$ cat src/rtl/lc3_trap_sequencer.sv
// LC-3 TRAP microsequencer: accepts a zero-extended trap vector, reads the
// vector table entry, then commits the return PC to R7 and redirects fetch.
// The pipeline is stalled (BUSY) from the first FETCH cycle through COMMIT.
module lc3_trap_sequencer #(
  parameter int          TIMEOUT = 255,
  parameter logic [15:0] ERR_PC  = 16'h0200,
  parameter int          CNT_W   = 8
) (
  input  logic             CLK,
  input  logic             RST_N,
  input  logic             TRAP_VALID,
  output logic             TRAP_ACK,
  input  logic [15:0]      VEC_ADDR,
  input  logic [15:0]      RET_PC,
  input  logic             FLUSH,
  output logic             MEM_REQ,
  output logic [15:0]      MEM_ADDR,
  input  logic             MEM_RDY,
  input  logic [15:0]      MEM_DATA,
  output logic             R7_WE,
  output logic [15:0]      R7_DATA,
  output logic             PC_LD,
  output logic [15:0]      PC_OUT,
  output logic             BUSY,
  output logic             TRAP_ERR,
  output logic [CNT_W-1:0] TRAP_CNT
);

  // Timer only has to reach TIMEOUT, so size it to that.
  localparam int          TW  = (TIMEOUT < 2) ? 1 : $clog2(TIMEOUT + 1);
  localparam logic [TW-1:0] TMO = TW'(TIMEOUT);

  typedef enum logic [1:0] {
    IDLE   = 2'd0,
    FETCH  = 2'd1,
    COMMIT = 2'd2
  } state_t;

  state_t           state_q, state_d;
  logic [TW-1:0]    timer_q, timer_d;
  logic [15:0]      ret_q, ret_d;
  logic             mem_req_q, mem_req_d;
  logic [15:0]      mem_addr_q, mem_addr_d;   // doubles as the latched vector
  logic             r7_we_q, r7_we_d;
  logic [15:0]      r7_data_q, r7_data_d;
  logic             pc_ld_q, pc_ld_d;
  logic [15:0]      pc_out_q, pc_out_d;
  logic             err_q, err_d;
  logic [CNT_W-1:0] cnt_q, cnt_d;

  logic accept;
  logic commit_go;

  assign accept = (state_q == IDLE) && TRAP_VALID && !FLUSH;

  // Next-state and registered-output computation; every path starts from hold.
  always_comb begin
    state_d    = state_q;
    timer_d    = timer_q;
    ret_d      = ret_q;
    mem_req_d  = mem_req_q;
    mem_addr_d = mem_addr_q;
    r7_we_d    = 1'b0;
    r7_data_d  = r7_data_q;
    pc_ld_d    = 1'b0;
    pc_out_d   = pc_out_q;
    err_d      = err_q;
    cnt_d      = cnt_q;
    commit_go  = 1'b0;

    case (state_q)
      IDLE: begin
        if (accept) begin
          state_d    = FETCH;
          timer_d    = '0;
          ret_d      = RET_PC;
          mem_req_d  = 1'b1;
          mem_addr_d = {8'h00, VEC_ADDR[7:0]};
          // A fresh accept clears the sticky flag unless the vector is bad.
          err_d      = (VEC_ADDR[15:8] != 8'h00);
        end
      end

      FETCH: begin
        timer_d = timer_q + 1'b1;
        if (FLUSH) begin
          // Squash outranks read data: abandon without side effects.
          state_d   = IDLE;
          mem_req_d = 1'b0;
        end else if (MEM_RDY) begin
          // Data wins over a same-cycle timeout.
          commit_go = 1'b1;
          pc_out_d  = MEM_DATA;
        end else if (timer_q == TMO) begin
          commit_go = 1'b1;
          pc_out_d  = ERR_PC;
          err_d     = 1'b1;
        end
        if (commit_go) begin
          state_d   = COMMIT;
          mem_req_d = 1'b0;
          r7_we_d   = 1'b1;
          r7_data_d = ret_q;
          pc_ld_d   = 1'b1;
          cnt_d     = cnt_q + 1'b1;
        end
      end

      COMMIT: begin
        // Architecturally committed: FLUSH has no effect here.
        state_d = IDLE;
      end

      default: begin
        state_d   = IDLE;
        mem_req_d = 1'b0;
      end
    endcase
  end

  // State and output registers, cleared asynchronously.
  always_ff @(posedge CLK or negedge RST_N) begin
    if (!RST_N) begin
      state_q    <= IDLE;
      timer_q    <= '0;
      ret_q      <= '0;
      mem_req_q  <= 1'b0;
      mem_addr_q <= '0;
      r7_we_q    <= 1'b0;
      r7_data_q  <= '0;
      pc_ld_q    <= 1'b0;
      pc_out_q   <= '0;
      err_q      <= 1'b0;
      cnt_q      <= '0;
    end else begin
      state_q    <= state_d;
      timer_q    <= timer_d;
      ret_q      <= ret_d;
      mem_req_q  <= mem_req_d;
      mem_addr_q <= mem_addr_d;
      r7_we_q    <= r7_we_d;
      r7_data_q  <= r7_data_d;
      pc_ld_q    <= pc_ld_d;
      pc_out_q   <= pc_out_d;
      err_q      <= err_d;
      cnt_q      <= cnt_d;
    end
  end

  assign TRAP_ACK = (state_q == IDLE);
  assign BUSY     = (state_q != IDLE);
  assign MEM_REQ  = mem_req_q;
  assign MEM_ADDR = mem_addr_q;
  assign R7_WE    = r7_we_q;
  assign R7_DATA  = r7_data_q;
  assign PC_LD    = pc_ld_q;
  assign PC_OUT   = pc_out_q;
  assign TRAP_ERR = err_q;
  assign TRAP_CNT = cnt_q;

endmodule

$ cat config.mk
export PLATFORM = sky130hd
export DESIGN_NAME = lc3_trap_sequencer
export DESIGN_NICKNAME = d
export VERILOG_FILES = /design/src/rtl/lc3_trap_sequencer.sv
export SDC_FILE = /design/constraint.sdc
export NUM_CORES = 1
export LEC_CHECK = 0
export ABC_AREA = 1
export CORE_ASPECT_RATIO = 0.7
export CORE_UTILIZATION = 30
export CTS_CLUSTER_DIAMETER = 200
export CTS_CLUSTER_SIZE = 10
export DETAILED_ROUTE_END_ITERATION = 12
export PLACE_DENSITY_LB_ADDON = 0.12
export SETUP_SLACK_MARGIN = 0.15
export SYNTH_ARGS = -nofsm -noshare
export SYNTH_HDL_FRONTEND = slang
export SYNTH_SLANG_ARGS = --single-unit
$ cat constraint.sdc
create_clock -name CLK -period 2.6 [get_ports CLK]
set_clock_uncertainty 0.05 [all_clocks]
set_input_delay 0.52 -clock CLK [delete_from_list [all_inputs] [get_ports CLK]]
set_output_delay 0.52 -clock CLK [all_outputs]
set_load 0.05 [all_outputs]
==> results.txt <==
The sequential fraction of design power is about a third. The critical path in this run is classified as register to primary output. The fraction of final layout cells sized beyond drive strength 1 is 6.90%. The number of buffers added on ports came out at 106. The clock-pin slew of the registers on the worst-case setup and hold paths is 0.06 ns. The longest clock path from root to sink contains 2 buffers. Before antenna repair, the detailed router went through 5 iterations. The number of warning messages in the yosys log is 0. The signal on the critical path passes through inv_1 > nand2_1 > inv_2 > clkdlybuf4s50_1. TritonCTS built the clock tree. Pin placement for this block handled 115 I/O pins. The summed area of non-filler cells in the final layout came out at 4890 um2. The count of endpoints failing setup in the final report is 0. The wire length of the first global-routing pass is 13200 um. STA classifies the critical path startpoint as a register.

In this run the horizontal extent of the chip is approximately 130 um. The static power due to leakage is roughly 0.0025 uW. After detailed routing, the number of remaining DRC violations is 0. The stage delay of the slowest cell on the critical path is about 0.8 ns. The relative slew slack is between 60% and 70%. The worst-case vdd ir drop came out at 410 uV. The via count is 2808. The signed area change from the synthesized netlist to the final layout is 43.4%. The post-route setup TNS is 0 ns.

The number of buffers inserted by hold repair at cts came out at 0. The cell count after synthesis came out at 411. The overall power of the completed layout came out at 4660 uW.

The area of placed instances came out at 4550 um2. Setup repair after global routing left no endpoint under its margin. The total core area is ~11000 um2. The library cell used most frequently in the layout, excluding fill and tap cells, is nand2_1. The row count is 32. The TritonCTS buffer count is 9. The total half-perimeter wirelength after legalization and detailed placement is 5330 um. The largest driver fanout on the critical path is 4. The residual antenna-violating net count after detailed routing came out at 0. After detailed routing, the average wire length per cell comes to around 12 um. After the last flow step, the layout net total stands at 572.

The pin count of the biggest net entering global routing came out at 42. The first routing iteration left roughly 180 violations. The tree is rooted in a clkbuf_16.

Of the available clock period, the critical path in the final layout requires between 80% and 90%. The post-synthesis sequential element count came out at 77. The clock sink count is 77. The total die area is 11800 um2. STA classifies the critical path endpoint as a primary output. The number of max-slew violations in the final report is 0. Max-cap violations in this run came to 0. The number of setup buffers added after CTS is 0. The fraction of power spent switching nets came out at 37.0%. The total of cells resized after clock tree synthesis is 0. The antenna diode count came out at 0. The die boundary height came out at between 90 and 100 um. In the layout the commonest cells are 230 x nand2_1, 105 x clkdlybuf4s50_1, 77 x dfrtp_1, 19 x inv_1, 18 x nor2_1. The required time at the endpoint of the critical path is 2.03 ns. The slowest stage of the critical path is the clkdlybuf4s50_1 cell. The number of hold violations in the final report came to 0. The post-synthesis cell area came out at around 3400 um2. The sum of overflow across all layers after global routing is 0. At the end of routability-driven placement, the weighted congestion stood at 0.791. The H-tree depth reported by CTS is 3. The worst min-delay path category is primary input to asynchronous set/reset pin. The part of the power in the clock network is 30.8%. The starting utilization of the core area came out at 30.8%.

The detail-routed via count per cell is 4.16. The total track usage came out at roughly 15%. The count of unique library cells instantiated by Yosys is 24.

The number of global-route vias before repair was 2680. The number of fill cells in the layout came out at 1095. The final wirelength is 7930 um. The post-route minimum period is 2.33 ns. The reg2reg setup slack is about 0.84 ns. For this run, the register share of the synthesized area comes to approximately 57%. Cells fill between 40% and 50% of the core in the end.

The ratio of total power to cell area is 953 nW/um2. For this run, the top clock speed supported by timing is 430 MHz. The net switching component of the power came out at between 1500 and 2000 uW. The critical path data arrival time came out at 1.76 ns.

At the pin with the least slew margin, the transition time is 0.536 ns. The worst-case hold slack is 0.103 ns. The clock latency on the worst-skew pair came out at 0.33 ns. Cell internal power was estimated by the tool at 2940 uW.

The average cell area after synthesis came out at a little over 8 um2. The share of total power in combinational logic is around 34%. The number of antenna violations at the first check in global routing came out at 0. The flow ran to the end, and the final reports show no timing, DRC or antenna violations.
[registers in the layout, summed over array words and instances, names as in the netlist]
register	count
TRAP_CNT	8
state_q	2
MEM_ADDR	8
R7_DATA	16
timer_q	8
PC_LD	1
TRAP_ERR	1
PC_OUT	16
MEM_REQ	1
ret_q	16
[path summary, 6_finish.rpt]
check,from,end,depth (start not counted)
worst max-delay path,state_q[0],TRAP_ACK,4
worst min-delay path,RST_N,PC_OUT[0],1
worst max register to register,timer_q[0],TRAP_CNT[7],8
worst min register to register,ret_q[15],R7_DATA[15],2
max in group asynchronous,RST_N,ret_q[15],2
min in group CLK,ret_q[15],R7_DATA[15],2
[synthesized netlist by cell type]
library cell / number / share of area (%)
nand2_1: 230 / 25
dfrtp_1: 77 / 57
inv_1: 19 / 2.1
nor2_1: 18 / 2.0
buf_4: 9 / 2.0
nand3_1: 9 / 1.3
o21ai_0: 8 / 1.2
buf_6: 7 / 2.3
buf_2: 5 / 0.73
inv_2: 5 / 0.55
nand2_2: 4 / 0.73
a21oi_1: 3 / 0.44
xor2_1: 3 / 0.77
ha_1: 2 / 0.73
nand2_4: 2 / 0.66
nor2_4: 2 / 0.66
a21oi_2: 1 / 0.26
conb_1: 1 / 0.11
nand3_2: 1 / 0.29
nand3b_1: 1 / 0.22
nand3b_4: 1 / 0.59
nand4_1: 1 / 0.18
nor2_2: 1 / 0.18
o21ai_1: 1 / 0.15
[metrics by stage]
step | std cells | worst slack (ns)
2_1_floorplan | 418 | 0.853
3_3_place_gp | 659 | 0.646
3_5_place_dp | 659 | 0.601
4_1_cts | 675 | 0.258
5_1_grt | 675 | 0.190
6_report | 675 | 0.274
[power by group through the flow]
stage               sequential (uW)  combinational (uW)  clock (uW)
global placement               1650                1600           0
floorplan                      2310                 359           0
finish                         1640                1590        1440
detailed placement             1650                1600           0
CTS                            1640                1610        1480
global route                   1670                1700        1530
[critical path: cells and delay by family, from the launching register on]
family,cells,cell delay (ns)
buffers and inverters,3,0.93
AND/OR/NAND/NOR,1,0.07
flip-flops,1,0.43
[layout make-up]
type	count	area, um2	share of cell area [%]
multi-input cells	296	1250	25.5
clock buffers	10	229	4.68
repair buffers	109	1090	22.4
clock inverters	6	111	2.28
flip-flops and latches	77	1930	39.4
well taps	153	191	3.92
inverters	24	90.1	1.84
[cells by family after synthesis]
kind of cell / after synthesis / share of synthesized area, %
xor+xnor: 3 / 0.771
simple gates: 270 / 32.2
flops: 77 / 56.5
other cells: 1 / 0.110
fa+ha+maj: 2 / 0.734
buf+inv: 45 / 7.67
compound gates: 13 / 2.02
[routing by layer]
metal	routed length, um	vias to the layer above	share of wire (%)	track usage (%)
li1	-	1438	-	-
met1	3790	1264	48	19.0
met2	3250	94	41	21.0
met3	800	12	10	7.13
met4	95	0	1.2	4.71
met5	0	-	0	0
(Power assumes the default switching activity.)
